`src/rtl/uart_pkg.sv`:
```
// -----------------------------------------------------------------------------
// uart_pkg
// Shared definitions for the UART transmit and receive paths.
//   DATA_WIDTH    : payload bits per frame
//   uart_state_e  : frame sequencer state encoding
//   cnt_width()   : bit-timing counter width for a given clocks-per-bit
//   parity_bit()  : parity over one payload byte, optionally inverted for odd
// -----------------------------------------------------------------------------
package uart_pkg;

  localparam int unsigned DATA_WIDTH = 8;

  typedef enum logic [2:0] {
    IDLE       = 3'd0,
    START_BIT  = 3'd1,
    DATA_BITS  = 3'd2,
    PARITY_BIT = 3'd3,
    STOP_BIT   = 3'd4
  } uart_state_e;

  // Width of a counter that runs 0 .. clks_per_bit-1; never narrower than 1.
  function automatic int unsigned cnt_width(input int unsigned clks_per_bit);
    if (clks_per_bit <= 32'd2) begin
      return 32'd1;
    end else begin
      return $clog2(clks_per_bit);
    end
  endfunction

  // XOR of the payload; odd=1 inverts it so the frame carries odd parity.
  function automatic logic parity_bit(input logic [DATA_WIDTH-1:0] data,
                                      input logic                  odd);
    return (^data) ^ odd;
  endfunction

endpackage

```
`src/rtl/uart_baud_tick.sv`:
```
// -----------------------------------------------------------------------------
// uart_baud_tick
// Bit-period counter. Counts 0 .. CLKS_PER_BIT-1 and wraps; tick is high on
// the last cycle of every bit period so the sequencer only ever asks "is this
// the last cycle of the current bit?".
// Ports:
//   clock   : system clock, rising edge
//   reset_n : asynchronous active-low reset
//   clear   : synchronous clear; holds the counter at 0 (used while idle)
//   tick    : high during the final cycle of a bit period
// -----------------------------------------------------------------------------
module uart_baud_tick
  import uart_pkg::*;
#(
  parameter int unsigned CLKS_PER_BIT = 87
) (
  input  logic clock,
  input  logic reset_n,
  input  logic clear,
  output logic tick
);

  localparam int unsigned CNT_W = cnt_width(CLKS_PER_BIT);
  localparam logic [CNT_W-1:0] LAST_CNT = CNT_W'(CLKS_PER_BIT - 32'd1);
  localparam logic [CNT_W-1:0] ONE_CNT  = CNT_W'(32'd1);

  logic [CNT_W-1:0] cnt_r;
  logic             last_s;

  assign last_s = (cnt_r == LAST_CNT);
  assign tick   = last_s && !clear;

  // Bit-period counter: held at zero while cleared, wraps after the last cycle.
  always_ff @(posedge clock or negedge reset_n) begin
    if (!reset_n) begin
      cnt_r <= {CNT_W{1'b0}};
    end else if (clear) begin
      cnt_r <= {CNT_W{1'b0}};
    end else if (last_s) begin
      cnt_r <= {CNT_W{1'b0}};
    end else begin
      cnt_r <= cnt_r + ONE_CNT;
    end
  end

endmodule

```
`src/rtl/uart_tx_buffered.sv`:
```
// -----------------------------------------------------------------------------
// uart_tx_buffered
// 8N1 UART transmitter with a one-entry holding register, so the next byte can
// be accepted while the current frame shifts out and frames run back to back.
// Optional build macro UART_TX_PARITY_EN adds a parity bit (parameter
// PARITY_ODD, 0 = even) between the data bits and the stop bit.
// Ports:
//   clock            : system clock, rising edge
//   reset_n          : asynchronous active-low reset
//   has_data_to_send : upstream valid for data_to_send
//   data_to_send     : byte to transmit, captured on the accepting edge
//   ready            : holding register empty; accept = ready && has_data_to_send
//   outgoing_bit     : registered serial line, idles high
//   is_transmitting  : high from the first start-bit cycle to the last stop-bit
//                      cycle on the line
//   done             : one-cycle pulse on the last line cycle of each stop bit
// The serial outputs are registered from the sequencer state, so the line runs
// one cycle behind the sequencer; all bit widths are preserved by that shift.
// -----------------------------------------------------------------------------
module uart_tx_buffered
  import uart_pkg::*;
#(
  parameter int unsigned CLKS_PER_BIT = 87
`ifdef UART_TX_PARITY_EN
  ,
  parameter bit PARITY_ODD = 1'b0
`endif
) (
  input  logic                  clock,
  input  logic                  reset_n,
  input  logic                  has_data_to_send,
  input  logic [DATA_WIDTH-1:0] data_to_send,
  output logic                  ready,
  output logic                  outgoing_bit,
  output logic                  is_transmitting,
  output logic                  done
);

  localparam int unsigned   IDX_W    = $clog2(DATA_WIDTH);
  localparam logic [IDX_W-1:0] LAST_IDX = IDX_W'(DATA_WIDTH - 1);
  localparam logic [IDX_W-1:0] IDX_ONE  = IDX_W'(32'd1);

  uart_state_e             state_r;
  uart_state_e             state_next_s;
  logic                    tick_s;
  logic                    baud_clear_s;
  logic                    accept_s;
  logic                    load_s;
  logic                    hold_full_r;
  logic                    hold_full_next_s;
  logic [DATA_WIDTH-1:0]   hold_data_r;
  logic [DATA_WIDTH-1:0]   shift_r;
  logic [IDX_W-1:0]        bit_idx_r;
  logic                    line_s;
  logic                    is_tx_s;
  logic                    done_s;
  logic                    ready_r;
  logic                    outgoing_bit_r;
  logic                    is_tx_r;
  logic                    done_r;
`ifdef UART_TX_PARITY_EN
  logic                    parity_r;
`endif

  // The counter only runs while a frame is in progress, so every frame
  // starts from a fresh bit period.
  assign baud_clear_s = (state_r == IDLE);

  uart_baud_tick #(
    .CLKS_PER_BIT (CLKS_PER_BIT)
  ) u_baud_tick (
    .clock   (clock),
    .reset_n (reset_n),
    .clear   (baud_clear_s),
    .tick    (tick_s)
  );

  // ready is a register that always equals "holding register empty".
  assign accept_s = ready_r && has_data_to_send;

  // Holding register hands its byte to the shift register whenever the
  // sequencer is about to enter START_BIT.
  always_comb begin
    load_s = 1'b0;
    if (state_r == IDLE) begin
      load_s = hold_full_r;
    end else if (state_r == STOP_BIT) begin
      load_s = hold_full_r && tick_s;
    end else begin
      load_s = 1'b0;
    end
  end

  // A new acceptance wins over a load on the same edge: the new byte lands
  // in the register the load just emptied.
  always_comb begin
    hold_full_next_s = hold_full_r;
    if (accept_s) begin
      hold_full_next_s = 1'b1;
    end else if (load_s) begin
      hold_full_next_s = 1'b0;
    end else begin
      hold_full_next_s = hold_full_r;
    end
  end

  // Holding register occupancy and the registered ready flag.
  always_ff @(posedge clock or negedge reset_n) begin
    if (!reset_n) begin
      hold_full_r <= 1'b0;
      ready_r     <= 1'b1;
    end else begin
      hold_full_r <= hold_full_next_s;
      ready_r     <= !hold_full_next_s;
    end
  end

  // Holding register payload; only written when empty, so it is stable while full.
  always_ff @(posedge clock or negedge reset_n) begin
    if (!reset_n) begin
      hold_data_r <= {DATA_WIDTH{1'b0}};
    end else if (accept_s) begin
      hold_data_r <= data_to_send;
    end else begin
      hold_data_r <= hold_data_r;
    end
  end

  // Sequencer state register.
  always_ff @(posedge clock or negedge reset_n) begin
    if (!reset_n) begin
      state_r <= IDLE;
    end else begin
      state_r <= state_next_s;
    end
  end

  // Sequencer next-state: each bit lasts one bit period; STOP_BIT chains
  // directly into START_BIT when a byte is waiting.
  always_comb begin
    state_next_s = state_r;
    case (state_r)
      IDLE: begin
        if (hold_full_r) begin
          state_next_s = START_BIT;
        end else begin
          state_next_s = IDLE;
        end
      end
      START_BIT: begin
        if (tick_s) begin
          state_next_s = DATA_BITS;
        end else begin
          state_next_s = START_BIT;
        end
      end
      DATA_BITS: begin
        if (tick_s && (bit_idx_r == LAST_IDX)) begin
`ifdef UART_TX_PARITY_EN
          state_next_s = PARITY_BIT;
`else
          state_next_s = STOP_BIT;
`endif
        end else begin
          state_next_s = DATA_BITS;
        end
      end
`ifdef UART_TX_PARITY_EN
      PARITY_BIT: begin
        if (tick_s) begin
          state_next_s = STOP_BIT;
        end else begin
          state_next_s = PARITY_BIT;
        end
      end
`endif
      STOP_BIT: begin
        if (tick_s && hold_full_r) begin
          state_next_s = START_BIT;
        end else if (tick_s) begin
          state_next_s = IDLE;
        end else begin
          state_next_s = STOP_BIT;
        end
      end
      default: begin
        state_next_s = IDLE;
      end
    endcase
  end

  // Sequencer outputs: line level for the current bit plus status strobes.
  always_comb begin
    line_s  = 1'b1;
    is_tx_s = 1'b0;
    done_s  = 1'b0;
    case (state_r)
      IDLE: begin
        line_s  = 1'b1;
        is_tx_s = 1'b0;
        done_s  = 1'b0;
      end
      START_BIT: begin
        line_s  = 1'b0;
        is_tx_s = 1'b1;
        done_s  = 1'b0;
      end
      DATA_BITS: begin
        line_s  = shift_r[0];
        is_tx_s = 1'b1;
        done_s  = 1'b0;
      end
`ifdef UART_TX_PARITY_EN
      PARITY_BIT: begin
        line_s  = parity_r;
        is_tx_s = 1'b1;
        done_s  = 1'b0;
      end
`endif
      STOP_BIT: begin
        line_s  = 1'b1;
        is_tx_s = 1'b1;
        done_s  = tick_s;
      end
      default: begin
        line_s  = 1'b1;
        is_tx_s = 1'b0;
        done_s  = 1'b0;
      end
    endcase
  end

  // Shift register and data-bit index for the frame in flight (LSB first).
  always_ff @(posedge clock or negedge reset_n) begin
    if (!reset_n) begin
      shift_r   <= {DATA_WIDTH{1'b0}};
      bit_idx_r <= {IDX_W{1'b0}};
    end else if (load_s) begin
      shift_r   <= hold_data_r;
      bit_idx_r <= {IDX_W{1'b0}};
    end else if ((state_r == DATA_BITS) && tick_s) begin
      shift_r   <= {1'b0, shift_r[DATA_WIDTH-1:1]};
      bit_idx_r <= bit_idx_r + IDX_ONE;
    end else begin
      shift_r   <= shift_r;
      bit_idx_r <= bit_idx_r;
    end
  end

`ifdef UART_TX_PARITY_EN
  // Parity is captured with the byte so it is ready before the data bits end.
  always_ff @(posedge clock or negedge reset_n) begin
    if (!reset_n) begin
      parity_r <= 1'b0;
    end else if (load_s) begin
      parity_r <= parity_bit(hold_data_r, PARITY_ODD);
    end else begin
      parity_r <= parity_r;
    end
  end
`endif

  // Output registers; reset drives the line high immediately.
  always_ff @(posedge clock or negedge reset_n) begin
    if (!reset_n) begin
      outgoing_bit_r <= 1'b1;
      is_tx_r        <= 1'b0;
      done_r         <= 1'b0;
    end else begin
      outgoing_bit_r <= line_s;
      is_tx_r        <= is_tx_s;
      done_r         <= done_s;
    end
  end

  assign ready           = ready_r;
  assign outgoing_bit    = outgoing_bit_r;
  assign is_transmitting = is_tx_r;
  assign done            = done_r;

endmodule

```
`config.mk`:
```
export PLATFORM = sky130hd
export DESIGN_NAME = uart_tx_buffered
export DESIGN_NICKNAME = d
export VERILOG_FILES = /design/src/rtl/uart_pkg.sv /design/src/rtl/uart_baud_tick.sv /design/src/rtl/uart_tx_buffered.sv
export SDC_FILE = /design/constraint.sdc
export NUM_CORES = 1
export LEC_CHECK = 0
export ABC_AREA = 1
export BUFFER_PORTS_ARGS = -buffer_cell sky130_fd_sc_hd__clkbuf_2
export CAP_MARGIN = 10
export CORE_MARGIN = 5
export CORE_UTILIZATION = 45
export DETAILED_ROUTE_END_ITERATION = 6
export GPL_TIMING_DRIVEN = 0
export PLACE_DENSITY = 0.74
export SLEW_MARGIN = 20
export SYNTH_ARGS = -nofsm -noshare
export SYNTH_HDL_FRONTEND = slang
export SYNTH_HIERARCHICAL = 1
export SYNTH_SLANG_ARGS = --single-unit
export TNS_END_PERCENT = 10
```
`constraint.sdc`:
```
create_clock -name clock -period 1.7 [get_ports clock]
set_input_delay 0.51 -clock clock [delete_from_list [all_inputs] [get_ports clock]]
set_output_delay 0.51 -clock clock [all_outputs]
set_load 0.05 [all_outputs]
```
# After elaboration in Yosys (flattened, before gate mapping)
# Index checks and enable logic that the tools add are counted.
totals:
  regBits: 34
  in_bits: 11
  out_inout_bits: 4
  wordCells: 46
op_classes:
  add_sub_neg: 2
  n_eq_ne: 5
  n_mux: 19
  reduce_logical: 10
ops:
  columns: ["cell", "n"]
  rows:
  - ["$mux 8", 2]
  - ["$mux 3", 5]
  - ["$mux 7", 2]
  - ["$pmux 3 s4", 1]
  - ["$add 7x1->7 const B", 1]
  - ["$eq 7x7->1 const B", 1]
  - ["$mux 1", 7]
  - ["$eq 3x3->1 const B", 2]
  - ["$logic_and 1x1->1", 5]
  - ["$add 3x1->3 const B", 1]
  - ["$eq 3x1->1 const B", 1]
  - ["$eq 3x2->1 const B", 1]
  - ["$logic_not 3->1", 1]
  - ["$reduce_or 3->1", 1]
  - ["$logic_not 1->1", 2]
  - ["$mux 2", 1]
  - ["$pmux 1 s2", 1]
  - ["$reduce_bool 2->1", 1]

# Logic depth before layout (Yosys ltp)
# Gate-level depths: netlist of run 1.
logic_depth:
  depth_word: 9
  depth_mapped: 14
  depth_no_buf: 12

# Hierarchy
# Netlist of run 1, hierarchy kept.
modules_own_cells:
  columns: ["module", "instances", "cells_per_inst", "area_per_inst_um2", "seq_area_each_um2"]
  rows:
  - ["uart_tx_buffered", 1, 129, 1237.4, 678.2]
  - ["uart_baud_tick", 1, 47, 379.1, 175.2]

# Worst setup path before layout of run 1
# OpenSTA, ideal clock, no wires.
synth_timing:
  path_type: "reg2reg"
  from: "reg state_r[1]"
  to: "reg shift_r[1]"
  setup_time_ns: 0.117
  arrival_ns: 1.576
  t_required_ns: 1.583
  setup_slack_ns: 0.007
  stages_incl_launch_ff: 12
  path_buffers: 3
  period_less_slack_ns: 1.693
  path_cell_list: "dfrtp_1 -> buf_4 -> nor3_1 -> nor2_1 -> buf_4 -> inv_2 -> nand2_4 -> nand3_4 -> buf_6 -> nand2_1 -> nand2_1 -> nand2_1"
synth_between:
  elab_chain_cells: 7
  word_cells_on_any_way: 11
  cone_classes: "2 x eq/ne; 3 x mux; 6 x reduce/logical"
synth_lines:
  columns: ["item", "line", "rtl"]
  rows:
  - ["start, declared", "uart_tx_buffered.sv:43", "uart_state_e state_r;"]
  - ["start signal, assigned", "uart_tx_buffered.sv:134", "state_r <= state_next_s;"]
  - ["$logic_not 3->1 (*)", "uart_tx_buffered.sv:67", "assign baud_clear_s = (state_r == IDLE);"]
  - ["named net baud_clear_s", "uart_tx_buffered.sv:46", "logic baud_clear_s;"]
  - ["$logic_not 1->1 (*)", "uart_baud_tick.sv:31", "assign tick = last_s && !clear;"]
  - ["$logic_and 1x1->1 (*)", "uart_baud_tick.sv:31", null]
  - ["named net tick_s", "uart_tx_buffered.sv:45", "logic tick_s;"]
  - ["$logic_and 1x1->1", "uart_tx_buffered.sv:88", "load_s = hold_full_r && tick_s;"]
  - ["$mux 1", "uart_tx_buffered.sv:87", "end else if (state_r == STOP_BIT) begin"]
  - ["$mux 1", "uart_tx_buffered.sv:85", "if (state_r == IDLE) begin"]
  - ["$mux 8 or $reduce_bool 2->1 (tied branches)", null, null]
  - ["end signal, assigned", "uart_tx_buffered.sv:236", "shift_r <= {DATA_WIDTH{1'b0}};"]
  - ["end signal, assigned", "uart_tx_buffered.sv:239", "shift_r <= hold_data_r;"]
  - ["end signal, assigned", "uart_tx_buffered.sv:242", "shift_r <= {1'b0, shift_r[DATA_WIDTH-1:1]};"]
  - ["end, declared", "uart_tx_buffered.sv:52", "logic [DATA_WIDTH-1:0] shift_r;"]
# Mark *: on every way through the listed nets, which the timed path passes. The rest lies on a longest branch.
# A chain may end at the register's enable or synchronous reset.

# Worst setup path in the final report of run 1
layout_timing:
  from: "reg u_baud_tick.cnt_r[0]"
  to: "reg shift_r[0]"
layout_between:
  elab_chain_cells: 6
  word_cells_on_any_way: 8
  cone_classes: "1 x eq/ne; 3 x mux; 4 x reduce/logical"
layout_lines:
  columns: ["item", "line", "rtl"]
  rows:
  - ["start, declared", "uart_baud_tick.sv:27", "logic [CNT_W-1:0] cnt_r;"]
  - ["start signal, assigned", "uart_baud_tick.sv:36", "cnt_r <= {CNT_W{1'b0}};"]
  - ["start signal, assigned", "uart_baud_tick.sv:38", "cnt_r <= {CNT_W{1'b0}};"]
  - ["start signal, assigned", "uart_baud_tick.sv:40", "cnt_r <= {CNT_W{1'b0}};"]
  - ["$eq 7x7->1 (*)", "uart_baud_tick.sv:30", "assign last_s = (cnt_r == LAST_CNT);"]
  - ["$logic_and 1x1->1 (*)", "uart_baud_tick.sv:31", null]
  - ["named net tick_s", "uart_tx_buffered.sv:45", null]
  - ["$logic_and 1x1->1", "uart_tx_buffered.sv:88", null]
  - ["$mux 1", "uart_tx_buffered.sv:87", null]
  - ["$mux 1", "uart_tx_buffered.sv:85", null]
  - ["$mux 8 or $reduce_bool 2->1 (tied branches)", null, null]
# Marks and branches as above.

==> results of run 1 <==
cell type report:
| type | instances | area, um^2 |
|---|---|---|
| buffer | 7 | 66.31 |
| clock buffer | 8 | 48.80 |
| fill | 315 | 1425 |
| inverter | 17 | 66.31 |
| multi-input combinational | 118 | 723.2 |
| sequential | 34 | 853.3 |
| tap | 46 | 57.56 |
| timing repair buffer | 23 | 175.2 |
state kept, by name, summed over array words and instances (netlist names):
| name | count |
|---|---|
| hold_data_r | 8 |
| shift_r | 8 |
| u_baud_tick/cnt_r | 7 |
| bit_idx_r | 3 |
| state_r | 3 |
| done | 1 |
| hold_full_r | 1 |
| is_transmitting | 1 |
| outgoing_bit | 1 |
| ready | 1 |
power by group through the flow:
stage	Sequential, mW	Clock [mW]	Combinational (mW)
2_1_floorplan	0.917	0	0.0786
3_3_place_gp	0.913	0	0.126
3_5_place_dp	0.914	0	0.129
4_1_cts	0.898	0.434	0.130
5_1_grt	0.903	0.457	0.151
6_report	0.898	0.419	0.132
metal layers:
layer / global-route usage / up-vias / share of wire
met2: 0.2246 / 24 / 0.51
li1: - / 634 / -
met3: 0.03874 / 3 / 0.048
met5: 0 / - / 0
met1: 0.1496 / 582 / 0.44
met4: 0.06596 / 0 / 0.0073
stage by stage:
step,utilization,setup WS (ns),TNS [ns]
floorplan,-,0.007206,0
global placement,0.5106,-0.1987,-2.359
detailed placement,0.5106,-0.2132,-2.524
CTS,0.5451,0.003687,0
global route,0.5828,-0.1431,-1.755
finish,0.5828,-0.04396,-0.3071
placed cells by master, fill, tap and decap left out, types with 4 or more instances in the layout:
cell type / synthesis / final
nand3_1: 19 / 14
dfrtp_1: 32 / 32
nand4_1: 12 / 12
a21oi_1: 7 / 7
buf_4: 4 / 6
clkbuf_4: 0 / 5
clkbuf_2: 0 / 13
inv_1: 15 / 13
buf_6: 1 / 5
nor2_1: 18 / 16
nand2_2: 3 / 4
nand3_2: 1 / 6
nand2_1: 35 / 32
nor2_2: 2 / 4
worst min path at each step:
stage / depth (start not counted) / from / endpoint / slack [ns]
finish: 1 / reset_n / shift_r[5] / 0.25
global route: 1 / reset_n / shift_r[5] / 0.32
CTS: 1 / reset_n / hold_data_r[1] / 0.28
detailed placement: 2 / shift_r[6] / shift_r[5] / 0.48
global placement: 2 / shift_r[6] / shift_r[5] / 0.47
floorplan: 0 / reset_n / bit_idx_r[0] / 0.21
what timing repair did:
item,CTS,global route
setup endpoints to repair,14,17
resized for setup,2,26
hold buffers,0,0
pin swaps,1,7
buffers inserted,6,1
gates cloned,0,2
logic make-up after synthesis:
family / Yosys count
XOR/XNOR: 3
AO/OA/AOI/OAI: 12
flip-flops: 34
buffers and inverters: 24
multiplexers: 2
adder cells (fa/ha/maj): 4
AND/OR/NAND/NOR: 97
critical path, stage by stage, from the launching register on:
cell	delay, ns
dfrtp_1	0.40
inv_2	0.08
ha_4	0.13
inv_2	0.03
nor2_2	0.10
nand3_2	0.10
nor2_2	0.14
buf_6	0.13
buf_12	0.10
nand3_2	0.11
buf_6	0.18
nand3_1	0.08
nand3_1	0.07
==> flow_metrics.tcl, run 1 <==
set metrics [dict create \
    fin_area_um2 1991 \
    place_inst 236 \
    syn_inst 176 \
    antenna_found_initial 0 \
    io_buffers 14 \
    crit_path_start "u_baud_tick/cnt_r[0]" \
    worst_pin_slew_ns 0.8283 \
    stdcell_count 253 \
    p_total_mw 1.449 \
    clockBufferDepth 2 \
    fin_crit_sh 1.026 \
    syn_avg_cell_area_um2 9.185 \
    hold_violations 0 \
    grt_usage 0.1319 \
    synth_most_common_cell "nand2_1" \
    clock-sinks 34 \
    clock-root-buffer "clkbuf_4" \
    grt_max_degree 35 \
    grt_overflow_total 0 \
    max-vdd-ir-drop_mv 0.5474 \
    violations "setup timing" \
    cp-start-kind "flip-flop" \
    clkLatencyLatePin_ns 0.34 \
    viasPerCell 4.913 \
    cts_buffers 5 \
    totalWireLength_um 3135 \
    drtPass1Iterations 4 \
    synth-xor-area-share 0.01625 \
    htree_levels 2 \
    yosys-top-cells-area "dfrtp_1, nand2_1, nand3_1" \
    finalCriticalPeriod_ns 1.744 \
    grt_pass1_vias 1229 \
    cts_tree "built" \
    drc_errors 0 \
    fp.dieW_um 69.94 \
    pin_count 15 \
    crit_path_end_kind "flip-flop" \
    netSwitchingFraction 0.2470 \
    gp_congestion 0.8586 \
    maxCapViolCount 0 \
    rrSetupSlack_ns -0.04 \
    rows 21 \
    vias 1243 \
    setup_viol 12 \
    yosysSeqAreaShare 0.5279 \
    crit_fanout 10 \
    worst_slack_ns -0.04396 \
    synth_top_area_frac 0.4954 \
    max_freq_mhz 573.4 \
    whs_ns 0.2543 \
    cp-endpoint "shift_r[0]" \
    critical_path_class "reg -> reg" \
    synth_top_family_by_area "simple AND/OR/NAND/NOR gates" \
    die_area_um2 4891 \
    synth_edf_count 0 \
    synthesis.area_um2 1617 \
    p_int_mw 1.091 \
    status "finished, violations left" \
    chipHeight_um 69.94 \
    rsz0062_at_grt "true" \
    ys.warnings.count 6 \
    synthSimpleGateAreaFrac 0.3003 \
    wl_per_cell_um 12.39 \
    finalMaxSlewViolations 0 \
    power_leakage_nw 0.9624 \
    cp.required_ns 1.94 \
    p_per_area_nw_per_um2 727.7 \
    antenna_cells 0 \
    yosysTopAreaCell "dfrtp_1" \
    initial_core_util 0.4733 \
    cp.arrival_ns 1.98 \
    clock_power_share 0.289 \
    core-area_um2 3416 \
    syn-num-nets 191 \
    syn_to_final_growth_pct 23.14 \
    dp_hpwl_um 1933 \
    r2r-start "u_baud_tick/cnt_r[0]" \
    synth_mux_area_frac 0.01393 \
    seqPwrFrac 0.620 \
    synthArstFlopShare 1.000 \
    drive_gt1_frac 0.3237 \
    r2r_cells 12 \
    grt_pass1_wl_um 5230 \
    first_iter_violations 49 \
    synth_common_cells "nand2_1, dfrtp_1, nand3_1, nor2_1, inv_1" \
    synthAdderAreaFrac 0.03096 \
    synth_compound_area_frac 0.03947 \
    finClkSkew_ns 0.01216 \
    yosys_register_bits 34 \
    final_nets 221 \
    p_sw_mw 0.3579 \
    path_clk_slew_ns 0.10 \
    relSlewSlack 0.4478 \
    hp-class "in -> async" \
    drtAntennaViolNets 0 \
    placed_cell_area_um2 1744 \
    r2r_end "shift_r[0]" \
    synth-main-ff-cell "dfrtp_1" \
    pwr-share-comb 0.091 \
    ys_types 28 \
]
(Power assumes the default switching activity.)
==> inputs of run 2 (changes only) <==
Settings changed: CELL_PAD_IN_SITES_DETAIL_PLACEMENT set to 1, CELL_PAD_IN_SITES_GLOBAL_PLACEMENT set to 2, CORE_UTILIZATION 45 to 32, PLACE_DENSITY 0.74 to not set, PLACE_DENSITY_LB_ADDON set to 0.05, RECOVER_POWER set to 25.
==> run 2 against run 1 <==
Effect of this change:
- the run still ends with setup timing left
- via count increased by 7.0%
- die area increased by 34%
- cell count increased by 9.5%
- critical endpoint unchanged
==> flow_metrics.tcl, run 2 (synthesis results as in run 1) <==
set metrics [dict create \
    stdcell_count 277 \
    grt_pass1_wl_um 7341 \
    place_inst 257 \
    worst_slack_ns -0.002233 \
    pin_count 15 \
    p_int_mw 1.253 \
    path_clk_slew_ns 0.07 \
    rrSetupSlack_ns -0.002 \
    fin_crit_sh 1.001 \
    finClkSkew_ns 0.005827 \
    grt_pass1_vias 1501 \
    fp.dieW_um 81.08 \
    drtPass1Iterations 4 \
    cp.depth 12 \
    hold_buffers 0 \
    reg_top3 "hold_data_r (8), shift_r (8), u_baud_tick/cnt_r (7)" \
    grt_overflow_total 0 \
    crit_fanout 5 \
    crit_buf_inv 5 \
    grt_usage 0.1463 \
    vias 1330 \
    setup_tns_ns -0.002233 \
    rows 25 \
    whs_ns 0.3434 \
    totalWireLength_um 4091 \
    dp_hpwl_um 2765 \
    max-vdd-ir-drop_mv 0.4248 \
    initial_core_util 0.3356 \
    drtAntennaViolNets 0 \
    cp.arrival_ns 1.87 \
    clock-sinks 34 \
    crit_path_end_kind "flip-flop" \
    wl_per_cell_um 14.77 \
    finalCriticalPeriod_ns 1.702 \
    htree_levels 2 \
    crit_slowest_cell "dfrtp_1" \
    max_freq_mhz 587.5 \
    r2r_cells 12 \
    first_iter_violations 47 \
    clock_power_share 0.376 \
    critical-path-max-stage-delay_ns 0.40 \
    syn_to_final_growth_pct 25.31 \
    layout_common_cells "nand2_1, dfrtp_1, nor2_1, nand3_1, clkbuf_2" \
    drc_errors 0 \
    final_common_cell "nand2_1" \
    seqPwrFrac 0.543 \
    cts_tree "built" \
    p_per_area_nw_per_um2 817.8 \
    final_core_util 0.4205 \
    chipHeight_um 81.08 \
    viasPerCell 4.801 \
    drive_gt1_frac 0.3095 \
    relSlewSlack 0.4008 \
    critical_path_class "reg -> reg" \
    ff_latch_area_um2 853.3 \
    hold_violations 0 \
    die_area_um2 6573 \
    fill_cells 598 \
    netSwitchingFraction 0.2437 \
    clkLatencyLatePin_ns 0.28 \
    cp-start-kind "flip-flop" \
    antenna_found_initial 0 \
    final_nets 224 \
    r2r-start "u_baud_tick/cnt_r[0]" \
    crit_chain "inv_2 -> ha_4 -> inv_1 -> nor2_1 -> nand3_1 -> nor2_2 -> buf_6 -> buf_6 -> nand3_4 -> buf_6 -> nand3_1 -> nand3_1" \
    p_sw_mw 0.4038 \
    core-area_um2 4817 \
    cp.required_ns 1.87 \
    gp_congestion 0.7654 \
    setup_viol 1 \
    multi_input_area_um2 700.7 \
    grt_max_degree 35 \
    violations "setup timing" \
    hp-class "in -> async" \
    io_buffers 14 \
    worst_pin_slew_ns 0.8988 \
    critPathTopFamily "simple AND/OR/NAND/NOR gates" \
    clockBufferDepth 2 \
    cts_buffers 5 \
    status "finished, violations left" \
    antenna_cells 0 \
    finalMaxSlewViolations 0 \
    rsz0062_at_grt "true" \
    r2r_end "shift_r[0]" \
    maxCapViolCount 0 \
    clock-root-buffer "clkbuf_8" \
    pwr-share-comb 0.081 \
    power_leakage_nw 0.9757 \
]
-- run 2: cell count changes in the layout (fill, tap and decap cells not counted), sizes merged --
cell / delta
buf: +3
clkinv: +1
clkbuf: -1
-- run 2: worst max path at each step --
stage	from	endpoint	slack (ns)
2_1_floorplan	state_r[1]	shift_r[1]	0.007
5_1_grt	u_baud_tick/cnt_r[0]	shift_r[1]	-0.15
4_1_cts	u_baud_tick/cnt_r[0]	shift_r[0]	-0.03
3_5_place_dp	state_r[1]	shift_r[2]	-0.35
3_3_place_gp	state_r[1]	shift_r[1]	-0.37
6_report	u_baud_tick/cnt_r[0]	shift_r[0]	-0.002
-- run 2: area by class of cell --
cell class	count	share of cell area
timing repair buffer	26	0.08277
buffer	7	0.03088
clock buffer	7	0.04262
clock inverter	1	0.002471
sequential	34	0.4212
multi-input combinational	118	0.3459
tap	67	0.04138
inverter	17	0.03274
-- run 2: per-stage QoR --
step           instance area (um^2)  setup WS, ns  power, mW
2_1_floorplan                  1617      0.007206     0.9954
3_3_place_gp                   1770       -0.3659      1.045
3_5_place_dp                   1770       -0.3484      1.056
4_1_cts                        1981      -0.02932      1.688
5_1_grt                        2026       -0.1541      1.756
6_report                       2026     -0.002233      1.657
-- run 2: metal layers --
layer | vias to the layer above | global-route usage | share of wire
met5 | - | 0 | 0
met4 | 0 | 0.04730 | 0.012
met3 | 4 | 0.03659 | 0.022
met2 | 11 | 0.2529 | 0.52
met1 | 673 | 0.1775 | 0.44
li1 | 642 | - | -
-- run 2: what timing repair did --
action / in CTS / in global routing
setup endpoints to repair: 14 / 20
buffers inserted: 10 / 1
gates cloned: 1 / 0
resized for setup: 10 / 10
pin swaps: 3 / 3
-- run 2: power by group through the flow --
stage | clock (mW) | sequential (mW) | combinational (mW)
floorplan | 0 | 0.917 | 0.0786
global placement | 0 | 0.914 | 0.131
detailed placement | 0 | 0.918 | 0.138
CTS | 0.648 | 0.902 | 0.138
global route | 0.692 | 0.909 | 0.154
finish | 0.623 | 0.900 | 0.133
